==> config.mk <==
export PLATFORM = sky130hd
export DESIGN_NAME = if_stage_module
export DESIGN_NICKNAME = d
export VERILOG_FILES = /design/src/rtl/if_pkg.sv /design/src/rtl/if_stage_module_if_id_reg.sv /design/src/rtl/if_stage_module.sv
export SDC_FILE = /design/constraint.sdc
export NUM_CORES = 1
export LEC_CHECK = 0
export ABC_AREA = 1
export BUFFER_PORTS_ARGS = -buffer_cell sky130_fd_sc_hd__buf_2
export CORE_MARGIN = 2
export CORE_UTILIZATION = 45
export CTS_CLUSTER_SIZE = 16
export DETAILED_ROUTE_END_ITERATION = 8
export PLACE_DENSITY = 0.77
export SLEW_MARGIN = 20
export SYNTH_ARGS = -nofsm -noshare
export SYNTH_HDL_FRONTEND = slang
export SYNTH_SLANG_ARGS = --single-unit
==> constraint.sdc <==
create_clock -name clk -period 2.1 [get_ports clk]
set_input_delay 0.21 -clock clk [delete_from_list [all_inputs] [get_ports clk]]
set_output_delay 0.21 -clock clk [all_outputs]
set_load 0.01 [all_outputs]
==> src/rtl/if_pkg.sv <==
// Shared definitions for the instruction-fetch stage: FSM states, NOP encoding
// and the default boot address.
package if_pkg;

   typedef enum logic [1:0] {
      FETCH,
      HOLD,
      DRAIN
   } if_state_e;

   localparam logic [31:0] NOP_INSTR   = 32'h0000_0013;
   localparam logic [31:0] IF_RESET_PC = 32'h0040_0000;

endpackage

==> src/rtl/if_stage_module_if_id_reg.sv <==
// IF/ID pipeline register: flush bubbles, load captures, stall holds,
// otherwise the entry drains to a bubble.
module if_id_reg
   import if_pkg::*;
#(
   parameter int NBits = 32
) (
   input  logic             clk,
   input  logic             reset,
   input  logic             stall_i,
   input  logic             flush_i,
   input  logic             load_i,
   input  logic [NBits-1:0] pc_i,
   input  logic [NBits-1:0] pc_4_i,
   input  logic [NBits-1:0] instr_i,
   output logic [NBits-1:0] pc_o,
   output logic [NBits-1:0] pc_4_o,
   output logic [NBits-1:0] instr_o,
   output logic             valid_o
);

   localparam logic [NBits-1:0] NOP = NBits'(NOP_INSTR);

   always_ff @(posedge clk or negedge reset) begin
      if (!reset) begin
         pc_o    <= '0;
         pc_4_o  <= '0;
         instr_o <= NOP;
         valid_o <= 1'b0;
      end else if (flush_i) begin
         instr_o <= NOP;
         valid_o <= 1'b0;
      end else if (load_i) begin
         pc_o    <= pc_i;
         pc_4_o  <= pc_4_i;
         instr_o <= instr_i;
         valid_o <= 1'b1;
      end else if (!stall_i) begin
         instr_o <= NOP;
         valid_o <= 1'b0;
      end
   end

endmodule

==> src/rtl/if_stage_module.sv <==
// Instruction-fetch stage: PC, fetch FSM and IF/ID register.
// Optional performance counters are enabled with IF_PERF_CNT_EN.
module if_stage_module
   import if_pkg::*;
#(
   parameter int               NBits    = 32,
   parameter logic [NBits-1:0] RESET_PC = NBits'(IF_RESET_PC)
) (
   input  logic             clk,
   input  logic             reset,
   input  logic             stall_i,
   input  logic             flush_i,
   input  logic             redirect_i,
   input  logic [NBits-1:0] redirect_pc_i,
   output logic             imem_req_o,
   output logic [NBits-1:0] imem_addr_o,
   input  logic [NBits-1:0] imem_rdata_i,
   input  logic             imem_valid_i,
   output logic [NBits-1:0] IF_ID_pc_o,
   output logic [NBits-1:0] IF_ID_pc_4_o,
   output logic [NBits-1:0] IF_ID_instr_o,
   output logic             IF_ID_valid_o
`ifdef IF_PERF_CNT_EN
  ,output logic [31:0]      fetch_count_o,
   output logic [31:0]      stall_count_o
`endif
);

   localparam logic [NBits-1:0] FOUR = NBits'(4);

   if_state_e        state_q, state_d;
   logic [NBits-1:0] pc_q, pc_d;
   logic [NBits-1:0] buf_q, buf_d;
   logic [NBits-1:0] drain_addr_q, drain_addr_d;
   logic [NBits-1:0] pc_plus4;
   logic             load;
   logic [NBits-1:0] load_instr;

   assign pc_plus4 = pc_q + FOUR;

   always_ff @(posedge clk or negedge reset) begin
      if (!reset) begin
         state_q      <= FETCH;
         pc_q         <= RESET_PC;
         buf_q        <= '0;
         drain_addr_q <= '0;
      end else begin
         state_q      <= state_d;
         pc_q         <= pc_d;
         buf_q        <= buf_d;
         drain_addr_q <= drain_addr_d;
      end
   end

   always_comb begin
      state_d      = state_q;
      pc_d         = pc_q;
      buf_d        = buf_q;
      drain_addr_d = drain_addr_q;
      load         = 1'b0;
      load_instr   = imem_rdata_i;
      imem_req_o   = 1'b0;
      imem_addr_o  = pc_q;
      unique case (state_q)
         FETCH: begin
            imem_req_o = 1'b1;
            if (imem_valid_i) begin
               if (redirect_i) begin
                  pc_d = redirect_pc_i;
               end else if (stall_i) begin
                  buf_d   = imem_rdata_i;
                  state_d = HOLD;
               end else begin
                  load = 1'b1;
                  pc_d = pc_plus4;
               end
            end else if (redirect_i) begin
               // The in-flight request keeps its address until its response is swallowed.
               pc_d         = redirect_pc_i;
               drain_addr_d = pc_q;
               state_d      = DRAIN;
            end
         end
         HOLD: begin
            load_instr = buf_q;
            if (redirect_i) begin
               pc_d    = redirect_pc_i;
               state_d = FETCH;
            end else if (!stall_i) begin
               load    = 1'b1;
               pc_d    = pc_plus4;
               state_d = FETCH;
            end
         end
         DRAIN: begin
            imem_req_o  = 1'b1;
            imem_addr_o = drain_addr_q;
            if (redirect_i) pc_d = redirect_pc_i;
            if (imem_valid_i) state_d = FETCH;
         end
         default: state_d = FETCH;
      endcase
   end

   if_id_reg #(.NBits(NBits)) u_if_id_reg (
      .clk     (clk),
      .reset   (reset),
      .stall_i (stall_i),
      .flush_i (flush_i),
      .load_i  (load),
      .pc_i    (pc_q),
      .pc_4_i  (pc_plus4),
      .instr_i (load_instr),
      .pc_o    (IF_ID_pc_o),
      .pc_4_o  (IF_ID_pc_4_o),
      .instr_o (IF_ID_instr_o),
      .valid_o (IF_ID_valid_o)
   );

`ifdef IF_PERF_CNT_EN
   always_ff @(posedge clk or negedge reset) begin
      if (!reset) begin
         fetch_count_o <= '0;
         stall_count_o <= '0;
      end else begin
         if (load && !flush_i) fetch_count_o <= fetch_count_o + 32'd1;
         if (stall_i)          stall_count_o <= stall_count_o + 32'd1;
      end
   end
`endif

endmodule
# Word level (Yosys, flattened, before mapping)
# Index checks and enable logic that the tools add are counted.
dict set report op_classes {
  add_sub_neg 1
  mul 0
  div_mod_pow 0
  n_lt_le_gt_ge 0
  eq_ne 8
  shift 0
  mux 26
  bitwise 3
  n_reduce_logical 7
}
# cell n
set ops {}
lappend ops {{32-bit 2-to-1 mux} 9}
lappend ops {{32-bit case mux with 3 select lines} 1}
lappend ops {{32-bit by 3-bit adder with 32-bit output (second input constant)} 1}
lappend ops {{2-bit 2-to-1 mux} 7}
lappend ops {{3-bit != test (second input constant)} 4}
lappend ops {{1-bit 2-to-1 mux} 7}
lappend ops {{2-bit case mux with 3 select lines} 1}
lappend ops {{5-bit AND reduction} 1}
lappend ops {{4-bit AND reduction} 1}
lappend ops {{3-bit by 1-bit != test with 1-bit output (second input constant)} 1}
lappend ops {{1-bit inverter} 3}
lappend ops {{3-bit AND reduction} 1}
lappend ops {{3-bit nonzero test} 1}
lappend ops {{2-bit by 1-bit == test with 1-bit output (second input constant)} 1}
lappend ops {{2-bit == test (second input constant)} 1}
lappend ops {{2-bit logical NOT} 1}
lappend ops {{2-bit != test (second input constant)} 1}
lappend ops {{1-bit case mux with 2 select lines} 1}
lappend ops {{2-bit AND reduction} 1}
lappend ops {{2-bit OR reduction} 1}
dict set report totals {
  register_bits 195
  latchBits 0
  ram_bits 0
  rom_bits 0
  in_bits 70
  output_inout_bits 130
  elab_cells 53
  mem_count 0
}

# Longest topological paths before layout
dict set report depth {
  depth_word 6
  ltp_mapped 12
  depth_no_buf 12
}

# By module
# A second synthesis with hierarchy kept.
dict set report unflattened {
  cells_unflattened 1295
  area_unflattened_um2 9848.2
}
# mod n_inst cells_each area_each_um2 seq_area_each_um2
set modules_own_cells {}
lappend modules_own_cells {if_stage_module 1 870 6017.0 2453.6}
lappend modules_own_cells {if_id_reg 1 425 3831.2 2431.1}

# Least setup slack after synthesis
# OpenSTA, ideal clock, no wires.
dict set report synth_timing {
  path_kind {register to register}
  start {register state_q[0]}
  end {register pc_q[20]}
  setup_time_ns 0.122
  arrival_ns 1.586
  required_ns 1.978
  setup_slack_ns 0.392
  path_stages_with_launch 10
  n_path_buf 1
  synth_period_minus_slack_ns 1.708
  cell_sequence {dfrtp_1 -> inv_1 -> ha_1 -> inv_1 -> nand2_1 -> nand2_1 -> clkinv_1 -> clkbuf_1 -> a21oi_1 -> a21oi_2}
}
dict set report synth_between {
  elab_chain_len 2
  word_cells_on_any_way 5
  cone_classes {eq/ne: 2; mux: 1; reduce/logical: 2}
}
# element line_no
set synth_lines {}
lappend synth_lines {{start: declaration} if_stage_module.sv:31} ;# if_state_e state_q, state_d;
lappend synth_lines {{start signal: assignment} if_stage_module.sv:48} ;# state_q <= state_d;
lappend synth_lines {{2-bit == test (tied with other cells)} if_stage_module.sv:64} ;# unique case (state_q)
lappend synth_lines {{32-bit case mux with 3 select lines or 3-bit nonzero test (tied branches)} --}
lappend synth_lines {{end signal: assignment} if_stage_module.sv:49} ;# pc_q <= pc_d;
lappend synth_lines {{end: declaration} if_stage_module.sv:32} ;# logic [NBits-1:0] pc_q, pc_d;
# Several ways; a longest one is shown, not always the timed one.
# A chain may end at the register's enable or synchronous reset.

# Worst setup path after layout
dict set report layout_timing {
  start {register state_q[0]}
  end {output port imem_addr_o[0]}
}
dict set report layout_between {
  elab_chain_len 2
}
# element line_no
set layout_lines {}
lappend layout_lines {{2-bit == test} if_stage_module.sv:64}
lappend layout_lines {{32-bit 2-to-1 mux} if_stage_module.sv:64}
lappend layout_lines {{end: declaration} if_stage_module.sv:16} ;# output logic [NBits-1:0] imem_addr_o,
# No other way between the ends.

==> results.ini <==
[min_path]
hold_path.class = input pin to flop

[grt]
grt_overflow = 0
antenna_found_initial = 3
grt_pass1_wl_um = 45000
first_global_vias = 8753
globalRouteTotalUtil_pct = 24.0
grt_max_degree = 92

[layout]
fillers = 1974
drive_gt1_share_pct = 26.0
nets = 1451
multi_input_area_mm2 = 0.00446
final_util_pct = 55.2
register_area_mm2 = 0.00483
syn_to_final_growth_pct = 21.3

[critical_path]
worst-path-max-fanout = 22
crit_type = flop to primary output
start_kind = flop
crit_arrival_ns = 1.80
required_ns = 1.89
cp-end-kind = primary output

[power]
power_density_mw_per_mm2 = 1380
p_leak_uw = 0.00596
vdd_drop_max_uv = 755
p_total_uw = 16500

[floorplanning]
die_w_um = 152
pin_count = 200
die_h_um = 152
coreArea_mm2 = 0.0217
die_area_mm2 = 0.0231
num_rows = 54
start_util_pct = 45.5

[logic_synthesis]
netlist-cell-type-count = 41
yosysTopAreaCell = dfrtp_1
synth.top_cell.area_share_pct = 47.9
yosysSeqAreaShare_pct = 49.0
synth.most_common_cell = nand2_1
syn-cell-area_mm2 = 0.00987
yosysWarnings = 0
synth_ff_type = dfrtp_1
synth-edff-count = 0
synth-seq-cells = 193
ys_top_cells_by_count = 327 x nand2_1, 189 x dfrtp_1, 175 x o21ai_0, 71 x nor2_1, 65 x inv_1
async_flop_share_pct = 100
ys_top_cells_by_area = dfrtp_1 48%, nand2_1 12%, o21ai_0 8.9%, mux2_2 3.5%, nand3_1 3.1%
syn-num-nets = 1259
avgSynthCellArea_um2 = 8.34
synthCells = 1184

[clock_tree]
clock_latency_ns = 0.44
cts-root-buf = clkbuf_16
cts_tree = built
cts_max_level = 4
clkSinkCount = 193
clockBufferDepth = 2
cts_buffers = 17
clkTransAtPathRegs_ns = 0.08

[route]
drc = 0
vias = 9030
drtAntennaViolNets = 0
avgViaCountPerCell = 5.40
drt-total-wl_um = 27800
drt_iter0_drc = 695
wl_per_cell_um = 16.6
drt_first_pass_iters = 6

[place]
gp_congestion = 0.936
dpl.hpwl_um = 19400
port_buffers = 199

[sta]
worst_pin_slew_ns = 0.627
fmax_mhz = 497
whs_ns = 0.0176
relSlewSlack_pct = 58.2
hold_viol = 0
finalCritPeriodShare_pct = 95.8
period_minus_slack_ns = 2.01
final_max_slew_viol_count = 0
fin_worst_skew_ns = 0.0104
setup_viol = 0
rsz0062_at_grt = true

[flow_run]
maxCapViolations = 0

[run_status]
status = completed

## cell families after synthesis
kind of cell | share of synthesized area, %
AND/OR/NAND/NOR | 22.3
AO/OA/AOI/OAI | 14.5
flip-flops | 49.0
buffers and inverters | 6.01
multiplexers | 6.37
XOR/XNOR | 1.22
adder cells (fa/ha/maj) | 0.634
## layout make-up
type	count	area share (%)
Timing Repair Buffer	239	12.0
Tap cell	280	2.93
Multi-Input combinational cell	851	37.3
Clock buffer	17	3.55
Inverter	74	2.37
Antenna cell	2	0.0418
Clock inverter	15	1.45
Sequential cell	193	40.4
## metal layers
metal | global-route usage, % | share of wire, % | wire (µm)
met3 | 6.47 | 8.1 | 2260
met5 | 0 | 0 | 0
met2 | 39.4 | 48 | 13200
met4 | 8.72 | 2.5 | 702
met1 | 30.5 | 42 | 11600
## what timing repair did
| action | CTS | global route |
|---|---|---|
| resized for setup | 1 | 5 |
| endpoints found under the hold margin | 73 | 0 |
| setup endpoints to repair | 2 | 24 |
| setup buffers | 0 | 0 |
| hold buffers | 9 | 0 |
## critical path, stage by stage (launching register included)
cell and delay (ns):
dfrtp_1 0.40, inv_1 0.11, ha_2 0.25, buf_8 0.18
nand2_1 0.06, o21ai_0 0.08, buf_4 0.17, buf_2 0.13
## where the power goes
group	internal (µW)	total (µW)	switching, µW
logic	2680	6830	4140
registers	5210	6320	1110
clock network	1800	3380	1580
total	9690	16500	6830
## sequential cells by signal (all words and copies together) (netlist names)
signal / cells
u_if_id_reg.valid_o: 1
u_if_id_reg.instr_o: 32
u_if_id_reg.pc_o: 30
drain_addr_q: 32
state_q: 2
buf_q: 32
pc_q: 32
u_if_id_reg.pc_4_o: 32
## final timing paths
check	startpoint	end	slack (ns)	depth (start not counted)
min reg2reg	u_if_id_reg.pc_o[17]	u_if_id_reg.pc_o[17]	0.48	2
max reg2reg	state_q[0]	pc_q[21]	0.13	9
min	imem_rdata_i[18]	buf_q[18]	0.02	2
max in group asynchronous	reset	pc_q[22]	1.01	3
min in group asynchronous	reset	u_if_id_reg.pc_o[11]	0.36	2
max	state_q[0]	imem_addr_o[0]	0.09	7
## layout by cell type, fill, tap and decap left out, types with 28 or more instances in the layout
cell type,netlist,routed
dfrtp_1,189,189
nand3_1,61,61
nand2_1,327,326
a21oi_1,46,45
mux2_2,31,31
buf_2,24,198
mux2i_1,28,28
nor2_1,71,71
inv_1,65,65
o21ai_0,175,175
## metrics by stage
step | cell area [µm²] | instances | TNS, ns | setup WS, ns
after floorplan | 9870 | 1184 | 0 | 0.393
after global placement | 11300 | 1628 | 0 | 0.224
after detailed placement | 11300 | 1628 | 0 | 0.144
after CTS | 11900 | 1669 | 0 | 0.0245
after global routing | 12000 | 1669 | -0.0570 | -0.0297
final | 12000 | 1671 | 0 | 0.0876
Power figures use the tool's default switching activity.
